===== src/rtl/cordic_arbiter.sv =====
// cordic_arbiter
// Shares one CORDIC_MAIN hyperbolic/exponential core among N_REQ requesters.
// A requester is granted, its angle is driven to the core for CORE_LAT
// cycles, the core's COSH/SINH/EXP are captured and returned, tagged with
// the requester ID, on a valid/ready response channel.
//
// Build option:
//   CORDIC_ARB_PRIO_EN  - requester 0 gets strict priority over the others,
//                         which remain round-robin among themselves.
//                         Undefined (default): pure round-robin.
//
// Reset: rst is asynchronous and active-low.

module cordic_arbiter #(
    parameter int N_REQ    = 4,
    parameter int ID_W     = 2,
    parameter int DATA_W   = 32,
    parameter int CORE_LAT = 16
) (
    input  logic                    clk,
    input  logic                    rst,
    input  logic [N_REQ-1:0]        req_valid,
    output logic [N_REQ-1:0]        req_ready,
    input  logic [N_REQ*DATA_W-1:0] req_angle,
    output logic [DATA_W-1:0]       core_angle,
    input  logic [DATA_W-1:0]       core_cosh,
    input  logic [DATA_W-1:0]       core_sinh,
    input  logic [DATA_W-1:0]       core_exp,
    output logic                    rsp_valid,
    input  logic                    rsp_ready,
    output logic [ID_W-1:0]         rsp_id,
    output logic [DATA_W-1:0]       rsp_cosh,
    output logic [DATA_W-1:0]       rsp_sinh,
    output logic [DATA_W-1:0]       rsp_exp,
    output logic                    busy
);

    // Counter must hold CORE_LAT-1; one spare bit keeps CORE_LAT=1 legal.
    localparam int CNT_W = $clog2(CORE_LAT) + 1;
    // Candidate index needs one extra bit so ptr+k can exceed N_REQ-1
    // before the single wrap-around subtraction.
    localparam int CW = ID_W + 1;
    localparam logic [CW-1:0]    N_REQ_W   = CW'(N_REQ);
    localparam logic [ID_W-1:0]  PTR_RST   = ID_W'(N_REQ - 1);
    localparam logic [CNT_W-1:0] CNT_LOAD  = CNT_W'(CORE_LAT - 1);

    typedef enum logic [1:0] {
        ST_IDLE = 2'd0,
        ST_WAIT = 2'd1,
        ST_RESP = 2'd2
    } state_e;

    state_e              state_q, state_d;
    logic [CNT_W-1:0]    cnt_q, cnt_d;
    logic [ID_W-1:0]     ptr_q, ptr_d;
    logic [DATA_W-1:0]   core_angle_q, core_angle_d;
    logic                rsp_valid_q, rsp_valid_d;
    logic [ID_W-1:0]     rsp_id_q, rsp_id_d;
    logic [DATA_W-1:0]   rsp_cosh_q, rsp_cosh_d;
    logic [DATA_W-1:0]   rsp_sinh_q, rsp_sinh_d;
    logic [DATA_W-1:0]   rsp_exp_q, rsp_exp_d;
    logic                busy_q, busy_d;

    logic                grant_found_s;
    logic [ID_W-1:0]     grant_idx_s;
    logic [CW-1:0]       cand_s;
    logic [N_REQ-1:0]    grant_onehot_s;
    logic [DATA_W-1:0]   grant_angle_s;
    logic [N_REQ-1:0]    req_ready_s;

    // Arbitration: first asserted request searching ptr+1, ptr+2, ... mod N_REQ
    always_comb begin
        grant_found_s = 1'b0;
        grant_idx_s   = '0;
        cand_s        = '0;
        for (int k = 1; k <= N_REQ; k++) begin
            cand_s = {1'b0, ptr_q} + CW'(k);
            if (cand_s >= N_REQ_W) begin
                cand_s = cand_s - N_REQ_W;
            end else begin
                cand_s = cand_s;
            end
            if (!grant_found_s && req_valid[cand_s[ID_W-1:0]]) begin
                grant_found_s = 1'b1;
                grant_idx_s   = cand_s[ID_W-1:0];
            end else begin
                grant_found_s = grant_found_s;
            end
        end
`ifdef CORDIC_ARB_PRIO_EN
        // Requester 0 overrides the rotating search whenever it is asking.
        if (req_valid[0]) begin
            grant_found_s = 1'b1;
            grant_idx_s   = '0;
        end else begin
            grant_idx_s   = grant_idx_s;
        end
`endif
    end

    // Decode the grant index into a one-hot vector and select its angle
    always_comb begin
        grant_onehot_s = '0;
        grant_angle_s  = '0;
        for (int i = 0; i < N_REQ; i++) begin
            if (grant_idx_s == ID_W'(i)) begin
                grant_onehot_s[i] = 1'b1;
                grant_angle_s     = req_angle[i*DATA_W +: DATA_W];
            end else begin
                grant_onehot_s[i] = 1'b0;
            end
        end
    end

    // FSM next-state and datapath update
    always_comb begin
        state_d      = state_q;
        cnt_d        = cnt_q;
        ptr_d        = ptr_q;
        core_angle_d = core_angle_q;
        rsp_valid_d  = rsp_valid_q;
        rsp_id_d     = rsp_id_q;
        rsp_cosh_d   = rsp_cosh_q;
        rsp_sinh_d   = rsp_sinh_q;
        rsp_exp_d    = rsp_exp_q;
        req_ready_s  = '0;

        case (state_q)
            ST_IDLE: begin
                if (grant_found_s) begin
                    req_ready_s  = grant_onehot_s;
                    core_angle_d = grant_angle_s;
                    rsp_id_d     = grant_idx_s;
                    cnt_d        = CNT_LOAD;
                    state_d      = ST_WAIT;
`ifdef CORDIC_ARB_PRIO_EN
                    // Priority grants to requester 0 leave the rotation alone.
                    if (grant_idx_s != '0) begin
                        ptr_d = grant_idx_s;
                    end else begin
                        ptr_d = ptr_q;
                    end
`else
                    ptr_d = grant_idx_s;
`endif
                end else begin
                    state_d = ST_IDLE;
                end
            end
            ST_WAIT: begin
                if (cnt_q != '0) begin
                    cnt_d = cnt_q - CNT_W'(1);
                end else begin
                    rsp_cosh_d  = core_cosh;
                    rsp_sinh_d  = core_sinh;
                    rsp_exp_d   = core_exp;
                    rsp_valid_d = 1'b1;
                    state_d     = ST_RESP;
                end
            end
            ST_RESP: begin
                if (rsp_ready) begin
                    rsp_valid_d = 1'b0;
                    state_d     = ST_IDLE;
                end else begin
                    state_d = ST_RESP;
                end
            end
            default: begin
                // Unreachable encoding: recover to a quiet idle.
                rsp_valid_d = 1'b0;
                state_d     = ST_IDLE;
            end
        endcase

        busy_d = (state_d != ST_IDLE);
    end

    // State and datapath registers, asynchronously cleared
    always_ff @(posedge clk or negedge rst) begin
        if (!rst) begin
            state_q      <= ST_IDLE;
            cnt_q        <= '0;
            ptr_q        <= PTR_RST;
            core_angle_q <= '0;
            rsp_valid_q  <= 1'b0;
            rsp_id_q     <= '0;
            rsp_cosh_q   <= '0;
            rsp_sinh_q   <= '0;
            rsp_exp_q    <= '0;
            busy_q       <= 1'b0;
        end else begin
            state_q      <= state_d;
            cnt_q        <= cnt_d;
            ptr_q        <= ptr_d;
            core_angle_q <= core_angle_d;
            rsp_valid_q  <= rsp_valid_d;
            rsp_id_q     <= rsp_id_d;
            rsp_cosh_q   <= rsp_cosh_d;
            rsp_sinh_q   <= rsp_sinh_d;
            rsp_exp_q    <= rsp_exp_d;
            busy_q       <= busy_d;
        end
    end

    // The accept strobe is combinational so a request is taken in the
    // same IDLE cycle the grant is decided.
    assign req_ready  = req_ready_s;
    assign core_angle = core_angle_q;
    assign rsp_valid  = rsp_valid_q;
    assign rsp_id     = rsp_id_q;
    assign rsp_cosh   = rsp_cosh_q;
    assign rsp_sinh   = rsp_sinh_q;
    assign rsp_exp    = rsp_exp_q;
    assign busy       = busy_q;

endmodule


===== config.mk =====
export PLATFORM = sky130hd
export DESIGN_NAME = cordic_arbiter
export DESIGN_NICKNAME = d
export VERILOG_FILES = /design/src/rtl/cordic_arbiter.sv
export SDC_FILE = /design/constraint.sdc
export NUM_CORES = 1
export LEC_CHECK = 0
export ABC_AREA = 1
export BUFFER_PORTS_ARGS = -buffer_cell sky130_fd_sc_hd__buf_2
export CAP_MARGIN = 10
export CORE_AREA = 4 4 139 141
export DETAILED_ROUTE_END_ITERATION = 16
export DIE_AREA = 0 0 143 145
export PLACE_DENSITY = 0.77
export REMOVE_ABC_BUFFERS = 1
export SLEW_MARGIN = 15
export SYNTH_ARGS = -nofsm -noshare
export SYNTH_HDL_FRONTEND = slang
export SYNTH_SLANG_ARGS = --single-unit

===== constraint.sdc =====
create_clock -name clk -period 2.4 [get_ports clk]
set_input_delay 0.48 -clock clk [delete_from_list [all_inputs] [get_ports clk]]
set_output_delay 0.48 -clock clk [all_outputs]
set_load 0.1 [all_outputs]

== Yosys cells after proc, flatten, opt, wreduce, memory -nomap -nowiden ==
Index checks and enable logic that the tools add are counted.

* Register bits: 141

* Equal/unequal tests: 9
* Mux-type cells: 40
* Bitwise logic cells: 2
* Add/sub/neg operators: 9
* Reduce and logical (&&, ||, !) cells: 15
* $lt $le $gt $ge: 8

{| class="wikitable"
|+ Operators with widths
! operator !! number
|-
| 2-to-1 mux 32 bit || 4
|-
| 2-to-1 mux 2 bit || 10
|-
| 2-to-1 mux 1 bit || 15
|-
| >= comparator 3 bit, second input constant || 4
|-
| less-than comparator 2 x 3 -> 1 bit, second input constant || 4
|-
| 2-to-1 mux 5 bit || 2
|-
| one-hot mux 5 bit (2 select lines) || 1
|-
| binary-select mux 1 bit (select 2 bit) || 4
|-
| 2-to-1 mux 4 bit || 2
|-
| inequality test 2 bit, second input constant || 4
|-
| subtractor 2 x 1 -> 2 bit, second input constant || 4
|-
| adder 2 x 2 -> 3 bit, second input constant || 2
|-
| equality test 2 bit, second input constant || 3
|-
| one-hot mux 2 bit (3 select lines) || 1
|-
| AND reduction 3 bit || 2
|-
| nonzero test 5 bit || 1
|-
| subtractor 5 x 1 -> 5 bit, second input constant || 1
|-
| equality test 2 x 1 -> 1 bit, second input constant || 2
|-
| zero test 2 bit || 2
|-
| AND reduction 2 bit || 2
|-
| nonzero test 2 bit || 2
|-
| adder 2 x 1 -> 3 bit, second input constant || 1
|-
| adder 2 x 3 -> 3 bit, second input constant || 1
|-
| logical AND 1 bit || 3
|-
| 3 further kinds || 6
|}

== Logic depth before layout (Yosys ltp) ==
Gate-level depths: netlist of run 1.

* Depth after elaboration: 20
* Gate-level depth with buffers: 17

== Worst setup path before layout of run 1 ==
OpenSTA, ideal clock, no wires.

* Path type: reg2out
* Start: register ptr_q[0]
* End: output port req_ready[3]
* Path slack: -1.684 ns
* Required time: 1.920 ns
* Path buffers: 2
* Stages on the path, launching flop included: 13
* Arrival: 3.604 ns
* Path through: dfstp_2 buf_4 nand2_1 nand2_1 nand2_1 nand2_1 inv_1 nand3_1 nand3_4 inv_4 nand2_4 buf_6 nor3_1

* Longest elaborated chain between the ends: 19
* Elaborated cells on any way between the ends: 42
* Those cells by class: add/sub (8); order compare (4); eq/ne (1); mux (23); reduce/logical (6)

{| class="wikitable"
|+ RTL lines
! what !! line !! text
|-
| from (decl) || 55 || <nowiki>logic [ID_W-1:0] ptr_q, ptr_d;</nowiki>
|-
| from (signal assigned) || 195 || <nowiki>ptr_q <= ptr_d;</nowiki>
|-
| adder 2 x 1 -> 3 bit || 77 || <nowiki>cand_s = {1'b0, ptr_q} + CW'(k);</nowiki>
|-
| >= comparator 3 bit or subtractor 2 x 1 -> 2 bit (tied branches) || 78, 79 ||
|-
| 2-to-1 mux 2 bit || 78 || <nowiki>if (cand_s >= N_REQ_W) begin</nowiki>
|-
| binary-select mux 1 bit (select 2 bit) || 83 || <nowiki>if (!grant_found_s && req_valid[cand_s[ID_W-1:0]]) begin</nowiki>
|-
| 2-to-1 mux 1 bit (not written as such) || 83 ||
|-
| 2-to-1 mux 1 bit || 83 ||
|-
| zero test 1 bit || 83 ||
|-
| logical AND 1 bit || 83 ||
|-
| [... 3 more ...] || n/a ||
|-
| 2-to-1 mux 1 bit || 83 ||
|-
| zero test 1 bit || 83 ||
|-
| logical AND 1 bit || 83 ||
|-
| 2-to-1 mux 2 bit || 83 ||
|-
| equality test 2 bit || 106 || <nowiki>if (grant_idx_s == ID_W'(i)) begin</nowiki>
|-
| 2-to-1 mux 1 bit || 106 ||
|-
| 2-to-1 mux 4 bit * || 130 || <nowiki>if (grant_found_s) begin</nowiki>
|-
| 2-to-1 mux 4 bit * || 128 || <nowiki>case (state_q)</nowiki>
|-
| to (decl) || 23 || <nowiki>output logic [N_REQ-1:0] req_ready,</nowiki>
|}

Every way passes the cells marked *; elsewhere a longest branch is shown, timed or not. The select of a mux whose other input is x is not followed.

== Worst setup path after layout of run 1 ==
* Start: register ptr_q[0]
* End: output port req_ready[0]

* Longest elaborated chain between the ends: 19
* Elaborated cells on any way between the ends: 42
* Those cells by class: add/sub (8); order compare (4); mux (23); reduce/logical (7)

{| class="wikitable"
|+ RTL lines
! what !! line
|-
| adder 2 x 1 -> 3 bit || 77
|-
| >= comparator 3 bit or subtractor 2 x 1 -> 2 bit (tied branches) || 78, 79
|-
| 2-to-1 mux 2 bit || 78
|-
| binary-select mux 1 bit (select 2 bit) || 83
|-
| 2-to-1 mux 1 bit (not written as such) || 83
|-
| 2-to-1 mux 1 bit || 83
|-
| zero test 1 bit || 83
|-
| logical AND 1 bit || 83
|-
| [... 3 more ...] || n/a
|-
| 2-to-1 mux 1 bit || 83
|-
| zero test 1 bit || 83
|-
| logical AND 1 bit || 83
|-
| 2-to-1 mux 2 bit || 83
|-
| zero test 2 bit || 106
|-
| 2-to-1 mux 1 bit || 106
|-
| 2-to-1 mux 4 bit * || 130
|-
| 2-to-1 mux 4 bit * || 128
|}

Marked as above.

==> results of run 1 <==
-- layer usage --
metal  part of all wire, %  up-vias  track usage (%)
met2                    52      321             36.4
met3                   8.8       43             5.96
met5                  0.20        -                0
li1                      -     3072                -
met1                    37     3068             21.9
met4                   2.2        6             6.61
-- Yosys cell counts, types with 2 or more instances --
master / instances / share of area, %
buf_6: 10 / 1.7
nand2_1: 129 / 7.2
buf_4: 3 / 0.34
nand3_2: 2 / 0.30
nand4_1: 10 / 0.93
dfstp_2: 2 / 0.78
nand3_1: 124 / 9.3
nor3_1: 3 / 0.22
a21oi_1: 4 / 0.30
clkbuf_1: 3 / 0.17
ha_1: 2 / 0.37
mux2_2: 96 / 16
dfrtp_1: 139 / 52
inv_1: 22 / 1.2
o21ai_0: 13 / 0.97
inv_2: 3 / 0.17
buf_2: 17 / 1.3
buf_1: 7 / 0.39
nor2_1: 80 / 4.5
-- stage by stage --
step | area (um2) | TNS (ns) | std cells | setup WS, ns
2_1_floorplan | 6430 | -115.69 | 642 | -2.30
3_3_place_gp | 8940 | -0.0116 | 1266 | -0.0116
3_5_place_dp | 8940 | -0.151 | 1266 | -0.0962
4_1_cts | 9760 | -1.67 | 1310 | -0.393
5_1_grt | 9930 | -5.07 | 1315 | -0.508
6_report | 9930 | -1.81 | 1315 | -0.459
-- how the worst max path moves through the flow --
| stage | startpoint | end | slack (ns) | cells past startpoint |
|---|---|---|---|---|
| finish | ptr_q[0] | req_ready[0] | -0.46 | 12 |
| global route | ptr_q[0] | req_ready[3] | -0.51 | 14 |
| CTS | ptr_q[0] | req_ready[0] | -0.39 | 10 |
| detailed placement | ptr_q[0] | req_ready[0] | -0.1 | 12 |
| global placement | ptr_q[0] | req_ready[0] | -0.01 | 12 |
| floorplan | ptr_q[0] | req_ready[3] | -2.30 | 12 |
-- state kept, by name, summed over array words and instances, names as in the netlist --
register,cells
rsp_exp,32
ptr_q,2
rsp_valid,1
rsp_cosh,32
busy,1
rsp_sinh,32
state_q,2
core_angle,32
rsp_id,2
cnt_q,5
-- repair_timing --
item | 4_1_cts | 5_1_grt
gates resized for setup | 39 | 22
pin swaps | 17 | 9
hold buffers | 0 | 0
setup buffers | 13 | 5
gates cloned | 0 | 2
endpoints found under the hold margin | 0 | 0
setup endpoints to repair | 4 | 36
-- kinds of logic (layout without fill, tap and decap cells) --
| family | Yosys count | after routing | synth area share [%] |
|---|---|---|---|
| mux | 96 | 96 | 16.1 |
| buf+inv | 67 | 470 | 5.56 |
| simple gates | 354 | 354 | 23.3 |
| flops | 141 | 141 | 52.7 |
| xor+xnor | 1 | 1 | 0.131 |
| compound gates | 22 | 22 | 1.85 |
| fa+ha+maj | 2 | 2 | 0.373 |
-- cell type report --
cell class,count,share of cell area (%)
Timing Repair Buffer,412,24.2
Multi-Input combinational cell,475,30.5
Clock inverter,14,1.54
Tap cell,229,2.89
Clock buffer,18,4.32
Inverter,26,1.03
Sequential cell,141,35.6
==> results.md, run 1 <==
- First-pass GRT wire length: 33.0 mm
- Mapped Area: 6710 um2
- Largest net degree at the start of global routing: 66
- CP arrival: 2.38 ns
- P&R area growth vs syn: 48.1%
- Crit path cell chain: buf_6 -> nand2_1 -> nand2_2 -> nand2_4 -> nand2_4 -> nor2_4 -> nand3_2 -> nand3_4 -> buf_6 -> nor3_2 -> buf_4 -> buf_12
- Worst path bufs/invs: 4
- Initial antenna violation count: 3
- Vias in the first global route: 6496
- CTS Root Cell: clkbuf_16
- Syn_area_per_cell: 9.82 um2
- Commonest cells after routing, fill and taps aside: 361 x buf_2, 139 x dfrtp_1, 117 x nand3_1
- DR vias/cell: 4.95
- FF-to-FF End: core_angle[13]
- All-Layer GR Usage: 20.0%
- Startpoint Class: register
- Overflow after GRT: 0
- Multi-input gate area: 3030 um2
- Status: finished with violations
- CTS tree: done
- Failing checks: negative setup slack
- Worst path slowest cell: dfstp_2
- HPWL after DPL: 16.2 mm
- FILL cells: 1544
- Starting density of the core: 37.3%
- # diodes: 0
- FFs w/ async S/R, synth: 100%
- Port bufs: 366
- Number of remaining DRC errors: 0
- Routability cong.: 0.848
- Post-synth EDFFs: 0
- Worst reg2reg startpoint: ptr_q[0]
- DRT antenna net count: 0
- Part of the cycle the worst path needs: 119%
- Final setup vio count: 12
- Seq/Total Area, Yosys: 52.7%
- Num CTS Buffers: 17
- Commonest non-fill, non-tap cell in the layout: buf_2
- Req. time, crit path: 1.92 ns
- FF/Latch Area: 3530 um2
- Maximum capacitance violations: 0
- Cell variety after synth: 33
- H-tree levels: 4
- Fin nets: 1306
- R2r setup slk: -0.03 ns
- CTS max path bufs: 2
- Largest stage delay, worst path: 0.61 ns
- FF+latch count, synth: 141
- I/O pins: 367
- Rel. slew slack: 64.1%
- Share of cells above drive strength 1: 54.6%
- Final Worst Setup Slack: -0.459 ns
- Crit path max-delay family: simple AND/OR/NAND/NOR gates
- Chip Height: 145 um
- Worst hold margin: 0.00656 ns
- Post-layout min period: 2.86 ns
- Dominant synthesized flop cell: dfrtp_1
- Later-pin clock latency in the skew report: 0.42 ns
- Unrepaired setup endpoints after global routing: yes
- Crit. End Element: primary output
- Total number of vias: 6510
- Avg WL per Cell: 16.8 um
- CTS clk-pin slew, worst paths: 0.07 ns
- WL final: 22.1 mm
- Die area: 20700 um2
- Final design utilization: 55.3%
- Clk_skew: 0.0129 ns
- Max frequency: 0.350 GHz
- Fin. max-slew vios: 0
- CP Max Fanout: 5
- Critical path type: register to primary output
- Endpoints failing hold: 0
- Yosys warns: 0
- Min-delay worst type: primary input to async pin
- DR iter-0 viols: 281
- Worst-Margin Slew: 0.539 ns
- Core Region: 18000 um2
- Register-to-Register Path Depth: 17
- TritonRoute pass-1 iters: 5
- CTS sink count: 141
- Die width: 143 um
- Synth Instances: 683
- Cell Rows: 49
Power of run 1 is not shown: default switching activity piles up to over one toggle a cycle in this logic, so the estimate is an artifact.
==> run 2, diff against run 1 <==
Settings changed: ABC_AREA 1 to not set, CORE_AREA 4 4 139 141 to 4 4 141 143, DIE_AREA 0 0 143 145 to 0 0 145 147, PLACE_DENSITY 0.77 to 0.74.
==> run 2 against run 1 <==
Compared with the run above:
- the run still ends with negative setup slack left
- core utilization shrank 4.6 points
- routed wire length shrank 6.9%
- sequential cell count is the same
- cell count shrank 15%
- via count shrank 16%
- first-iteration DRC count shrank 60%
- global-route usage shrank 0.99 points
- die area grew 2.8%
- critical endpoint unchanged
- highest routed layer unchanged
==> results.md, run 2 <==
- DR iter-0 viols: 111 (was 281)
- Chip Height: 147 um (was 145 um)
- Req. time, crit path: 1.92 ns (about the same)
- CTS sink count: 141 (unchanged)
- DRT antenna net count: 0 (unchanged)
- # diodes: 0 (unchanged)
- Critical path type: register to primary output (unchanged)
- Commonest non-fill, non-tap cell in the layout: buf_2 (unchanged)
- FILL cells: 1612 (was 1544)
- Fin nets: 1103 (was 1306)
- Final Worst Setup Slack: -0.132 ns (was -0.459 ns)
- Dpl cell area: 8680 um2 (was 8940 um2)
- Fin. max-slew vios: 0 (unchanged)
- FFs w/ async S/R, synth: 100% (unchanged)
- Failing checks: negative setup slack (unchanged)
- Cell variety after synth: 38 (was 33)
- Status: finished with violations (unchanged)
- Share of cells above drive strength 1: 63.3% (was 54.6%)
- All-Layer GR Usage: 19.0% (was 20.0%)
- CTS Root Cell: clkbuf_16 (unchanged)
- Final setup vio count: 4 (was 12)
- Synth Instances: 498 (was 683)
- Syn_area_per_cell: 13.0 um2 (was 9.82 um2)
- CTS tree: done (unchanged)
- Worst hold margin: 0.0146 ns (was 0.00656 ns)
- Commonest cells after routing, fill and taps aside: 361 x buf_2, 139 x dfrtp_1, 96 x mux2_2 (was 361 x buf_2, 139 x dfrtp_1, 117 x nand3_1)
- WL final: 20.6 mm (was 22.1 mm)
- CP arrival: 2.05 ns (was 2.38 ns)
- Unrepaired setup endpoints after global routing: yes (unchanged)
- CP Max Fanout: 7 (was 5)
- Cell Rows: 50 (was 49)
- Maximum capacitance violations: 0 (unchanged)
- Initial antenna violation count: 1 (was 3)
- Total number of vias: 5475 (was 6510)
- Rel. slew slack: 54.6% (was 64.1%)
- Top-count cell post-synth: dfrtp_1 (unchanged)
- Register-to-Register Path Depth: 9 (was 17)
- R2r setup slk: 0.09 ns (was -0.03 ns)
- Crit. End Element: primary output (unchanged)
- P&R area growth vs syn: 45.4% (was 48.1%)
- H-tree levels: 4 (unchanged)
- Commonest cells post-synth: 139 x dfrtp_1, 96 x mux2_2, 43 x a211oi_1 (was 139 x dfrtp_1, 129 x nand2_1, 124 x nand3_1)
- Multi-input gate area: 2850 um2 (was 3030 um2)
- CTS clk-pin slew, worst paths: 0.07 ns (about the same)
- Avg WL per Cell: 18.4 um (was 16.8 um)
- Cell type with the largest total area after synthesis: dfrtp_1 (unchanged)
- Starting density of the core: 34.9% (was 37.3%)
- Endpoints failing hold: 0 (unchanged)
- Ranking of synthesized cells by area: dfrtp_1 54%, mux2_2 17%, mux2i_1 5.1%, a211oi_1 5.0%, a211oi_2 4.3% (was dfrtp_1 52%, mux2_2 16%, nand3_1 9.3%, nand2_1 7.2%, nor2_1 4.5%)
- Min-delay worst type: primary input to async pin (unchanged)
- Crit path cell chain: nand2_1 -> a21oi_2 -> nor2_2 -> nor4_4 -> buf_12 (was buf_6 -> nand2_1 -> nand2_2 -> nand2_4 -> nand2_4 -> nor2_4 -> nand3_2 -> nand3_4 -> buf_6 -> nor3_2 -> buf_4 -> buf_12)
- Largest stage delay, worst path: 0.62 ns (was 0.61 ns)
- CP startpoint: ptr_q[1] (was ptr_q[0])
- Seq/Total Area, Yosys: 54.5% (was 52.7%)
- Routability cong.: 0.841 (was 0.848)
- FF-to-FF End: core_angle[0] (was core_angle[13])
- Worst-Margin Slew: 0.671 ns (was 0.539 ns)
- Vias in the first global route: 5698 (was 6496)
- Design area: 9420 um2 (was 9930 um2)
- Post-synth EDFFs: 0 (unchanged)
- Dominant synthesized flop cell: dfrtp_1 (unchanged)
- Startpoint Class: register (unchanged)
- Worst path slowest cell: dfstp_2 (unchanged)
- DR vias/cell: 4.90 (was 4.95)
- Clk_skew: 0.0145 ns (was 0.0129 ns)
- First-pass GRT wire length: 31.9 mm (was 33.0 mm)
- Post-layout min period: 2.53 ns (was 2.86 ns)
- TritonRoute pass-1 iters: 4 (was 5)
- Yosys warns: 0 (unchanged)
- Later-pin clock latency in the skew report: 0.42 ns (about the same)
- Die width: 145 um (was 143 um)
- Synth top area share: 53.7% (was 51.9%)
- Core Region: 18600 um2 (was 18000 um2)
- FF+latch count, synth: 141 (unchanged)
- FF/Latch Area: 3530 um2 (unchanged)
- Worst reg2reg startpoint: ptr_q[1] (was ptr_q[0])
- CTS max path bufs: 2 (unchanged)
- Number of remaining DRC errors: 0 (unchanged)
- Die area: 21300 um2 (was 20700 um2)
- Part of the cycle the worst path needs: 105% (was 119%)
- Mapped Area: 6480 um2 (was 6710 um2)
- Overflow after GRT: 0 (unchanged)
- I/O pins: 367 (unchanged)
- Num CTS Buffers: 17 (unchanged)
- Port bufs: 366 (unchanged)
- Max frequency: 0.395 GHz (was 0.350 GHz)
- HPWL after DPL: 15.5 mm (was 16.2 mm)
- Largest net degree at the start of global routing: 65 (was 66)
## run 2: cell types whose count changed after synthesis, sizes merged, moves of 3 or more
cell    previous run  this run
nor2              82        40
nand2b             0         3
buf               38        22
a21boi             1        33
a211oi             0        65
nand3            127         1
inv               26         4
clkbuf             3        14
o21ai             15         7
nand4             10         0
mux2i              0        33
nand2            131         7
nor2b              0         3
## run 2: layout make-up
class                   instances  area share (%)
flip-flops and latches        141            37.5
multi-input cells             317            30.3
well taps                     234            3.11
clock buffers                  18            4.56
inverters                       4           0.159
repair buffers                389            23.0
clock inverters                14            1.33
## run 2: metrics by stage
| step | TNS, ns | cells | worst slack, ns | util, % |
|---|---|---|---|---|
| final | -0.386 | 1117 | -0.132 | 50.7 |
| after global routing | -0.656 | 1117 | -0.205 | 50.7 |
| after global placement | 0 | 1076 | 0.231 | 46.7 |
| after detailed placement | 0 | 1076 | 0.157 | 46.7 |
| after floorplan | -162.74 | 462 | -3.29 | - |
| after CTS | -0.216 | 1113 | -0.0815 | 50.2 |
## run 2: worst max-delay path by stage
stage,end,slack (ns),cells after the start
2_1_floorplan,req_ready[0],-3.29,4
3_3_place_gp,req_ready[2],0.23,7
3_5_place_dp,req_ready[3],0.16,6
4_1_cts,req_ready[3],-0.08,5
5_1_grt,req_ready[2],-0.21,6
6_report,req_ready[0],-0.13,5
## run 2: metal layers
layer / vias to the layer above / wire length [um] / track usage (%)
li1: 2573 / - / -
met1: 2591 / 7970 / 21.8
met4: 2 / 505 / 6.18
met2: 277 / 10500 / 33.6
met3: 32 / 1590 / 6.32
met5: - / 13 / 0
## run 2: cells by family after synthesis
| family | Yosys count | synth area share (%) |
|---|---|---|
| DFF | 141 | 54.5 |
| muxes | 129 | 21.8 |
| AOI/OAI and AO/OA | 117 | 15.1 |
| and+or+nand+nor | 68 | 4.75 |
| buffers and inverters | 40 | 3.36 |
| adders and majority gates | 2 | 0.386 |
| xor gates and xnor gates | 1 | 0.135 |
## run 2: what timing repair did
| action | CTS | global route |
|---|---|---|
| gates resized for setup | 13 | 10 |
| buffers inserted | 5 | 5 |
| hold buffers | 0 | 0 |
| setup endpoints to repair | 4 | 4 |
| pin swaps | 7 | 3 |
## run 2: critical path, delay by kind of cell, from the launching register on
family,cells,cell delay (ns)
flip-flops,1,0.62
AND/OR/NAND/NOR,3,0.60
buffers and inverters,1,0.22
AO/OA/AOI/OAI,1,0.20
Power of run 2 is left out for the same reason.
==> run 3, diff against run 2 <==
Clock period 2.4 ns to 2.6 ns, I/O delays scaled along.
==> run 3 against run 2 <==
Compared with the run above:
- the flow now finishes without violations
- register-to-register slack better by 0.39 ns
- sequential cell count unchanged
- sequential share of layout area grew 0.63 points
- clock skew decreased by 0.0076 ns
- first-iteration DRC count up 25%
- setup slack improved by 0.19 ns
- routed wire length is 1.5% lower
- global-route usage is 0.18 points lower
- core utilization is 0.84 points lower
- via count fell by 0.97%
- critical endpoint is now req_ready[3]
==> results.md, run 3 (synthesis gave the netlist of run 2 again) <==
- Endpoints failing hold: 0 (unchanged)
- Maximum capacitance violations: 0 (unchanged)
- DR vias/cell: 4.88 (was 4.90)
- Unrepaired setup endpoints after global routing: yes (unchanged)
- All-Layer GR Usage: 18.8% (was 19.0%)
- Max frequency: 0.393 GHz
- Hold Buf Count CTS: 0 (unchanged)
- CTS clk-pin slew, worst paths: 0.06 ns (was 0.07 ns)
- CP arrival: 2.02 ns (was 2.05 ns)
- I/O pins: 367 (unchanged)
- Total number of vias: 5422 (was 5475)
- DR iter-0 viols: 139 (was 111)
- FILL cells: 1639 (was 1612)
- HPWL after DPL: 15.6 mm (was 15.5 mm)
- Worst-Margin Slew: 0.637 ns (was 0.671 ns)
- Core Region: 18600 um2 (unchanged)
- Status: finished clean (was finished with violations)
- Num CTS Buffers: 17 (unchanged)
- WL final: 20.3 mm (was 20.6 mm)
- Critical path type: register to primary output (unchanged)
- Req. time, crit path: 2.08 ns (was 1.92 ns)
- Clk_skew: 0.00696 ns (was 0.0145 ns)
- Startpoint Class: register (unchanged)
- Fin. max-slew vios: 0 (unchanged)
- Overflow after GRT: 0 (unchanged)
- Vias in the first global route: 5618 (was 5698)
- Post-layout min period: 2.54 ns
- Commonest cells after routing, fill and taps aside: 361 x buf_2, 139 x dfrtp_1, 96 x mux2_2 (unchanged)
- # diodes: 0 (unchanged)
- H-tree levels: 4 (unchanged)
- Rel. slew slack: 57.5% (was 54.6%)
- Fin nets: 1096 (was 1103)
- DP Cell Count: 1076 (unchanged)
- Setup_tns: 0 ns (was -0.386 ns)
- Initial antenna violation count: 0 (was 1)
- TritonRoute pass-1 iters: 4 (unchanged)
- Final setup vio count: 0 (was 4)
- P&R area growth vs syn: 43.0% (was 45.4%)
- Cell Rows: 50 (unchanged)
- First-pass GRT wire length: 31.6 mm (was 31.9 mm)
- CTS Root Cell: clkbuf_16 (unchanged)
- Die width: 145 um (unchanged)
- CTS sink count: 141 (unchanged)
- Share of cells above drive strength 1: 62.1% (was 63.3%)
- Die area: 21300 um2 (unchanged)
- CP Max Fanout: 7 (unchanged)
- Crit. End Element: primary output (unchanged)
- Post-Layout Cell Count: 1110 (was 1117)
- Part of the cycle the worst path needs: 97.8%
- Chip Height: 147 um (unchanged)
- DRT antenna net count: 0 (unchanged)
- Min-delay worst type: primary input to async pin (unchanged)
- Largest net degree at the start of global routing: 65 (unchanged)
- Port bufs: 366 (unchanged)
- Starting density of the core: 34.9% (unchanged)
- CP startpoint: ptr_q[1] (unchanged)
- CTS tree: done (unchanged)
- Later-pin clock latency in the skew report: 0.41 ns (was 0.42 ns)
- CTS max path bufs: 2 (unchanged)
- Number of remaining DRC errors: 0 (unchanged)
- Avg WL per Cell: 18.3 um (was 18.4 um)
- Worst reg2reg startpoint: cnt_q[0] (was ptr_q[1])
- Commonest non-fill, non-tap cell in the layout: buf_2 (unchanged)
- Routability cong.: 0.819 (was 0.841)
[run 3: cell count changes in the layout (fill, tap and decap cells not counted), sizes merged]
cell | before | now
buf | 389 | 382
[run 3: critical path, cell delays in order (launching register included)]
cell and delay, ns:
dfstp_2 0.60, mux2i_1 0.23, o2bb2ai_2 0.12, nor2_1 0.35, nor3_2 0.12, buf_12 0.19
[run 3: area by class of cell]
| cell class | instances | area [um2] | area share, % |
|---|---|---|---|
| flip-flops and latches | 141 | 3530 | 38.1 |
| repair buffers | 382 | 2090 | 22.6 |
| multi-input cells | 317 | 2770 | 29.9 |
| clock inverters | 14 | 125 | 1.35 |
| inverters | 4 | 15.0 | 0.162 |
| clock buffers | 18 | 429 | 4.64 |
| well taps | 234 | 293 | 3.16 |
[run 3: path summary, 6_finish.rpt]
kind	to	slack [ns]	depth (start not counted)
min in group clk	rsp_exp[4]	0.34	2
max in group asynchronous	rsp_cosh[26]	1.84	2
worst max-delay path	req_ready[3]	0.06	5
worst min-delay path	core_angle[5]	0.10	1
worst max register to register	rsp_cosh[23]	0.48	7
worst min register to register	rsp_id[0]	0.48	1
[run 3: through the flow]
stage	hold WS (ns)	setup slack, ns	utilization [%]	area [um2]
2_1_floorplan	0.224	-3.17	-	6270
3_3_place_gp	0.469	0.310	46.6	8660
3_5_place_dp	0.475	0.246	46.6	8660
4_1_cts	0.117	0.0108	49.8	9240
5_1_grt	0.142	-0.0147	49.8	9260
6_report	0.104	0.0581	49.8	9260
[run 3: repair_timing]
| item | 4_1_cts | 5_1_grt |
|---|---|---|
| pin swaps | 0 | 1 |
| endpoints found under the setup margin | 3 | 4 |
| buffers inserted | 0 | 2 |
| resized for setup | 5 | 0 |
| endpoints found under the hold margin | 0 | 0 |
[run 3: per-layer routing]
metal,vias to the layer above,GRT usage [%],part of all wire [%]
li1,2545,-,-
met1,2591,21.5,39
met2,267,34.2,52
met3,19,5.24,7.4
met4,0,5.84,1.7
met5,-,0,0
Power of run 3 is left out for the same reason.
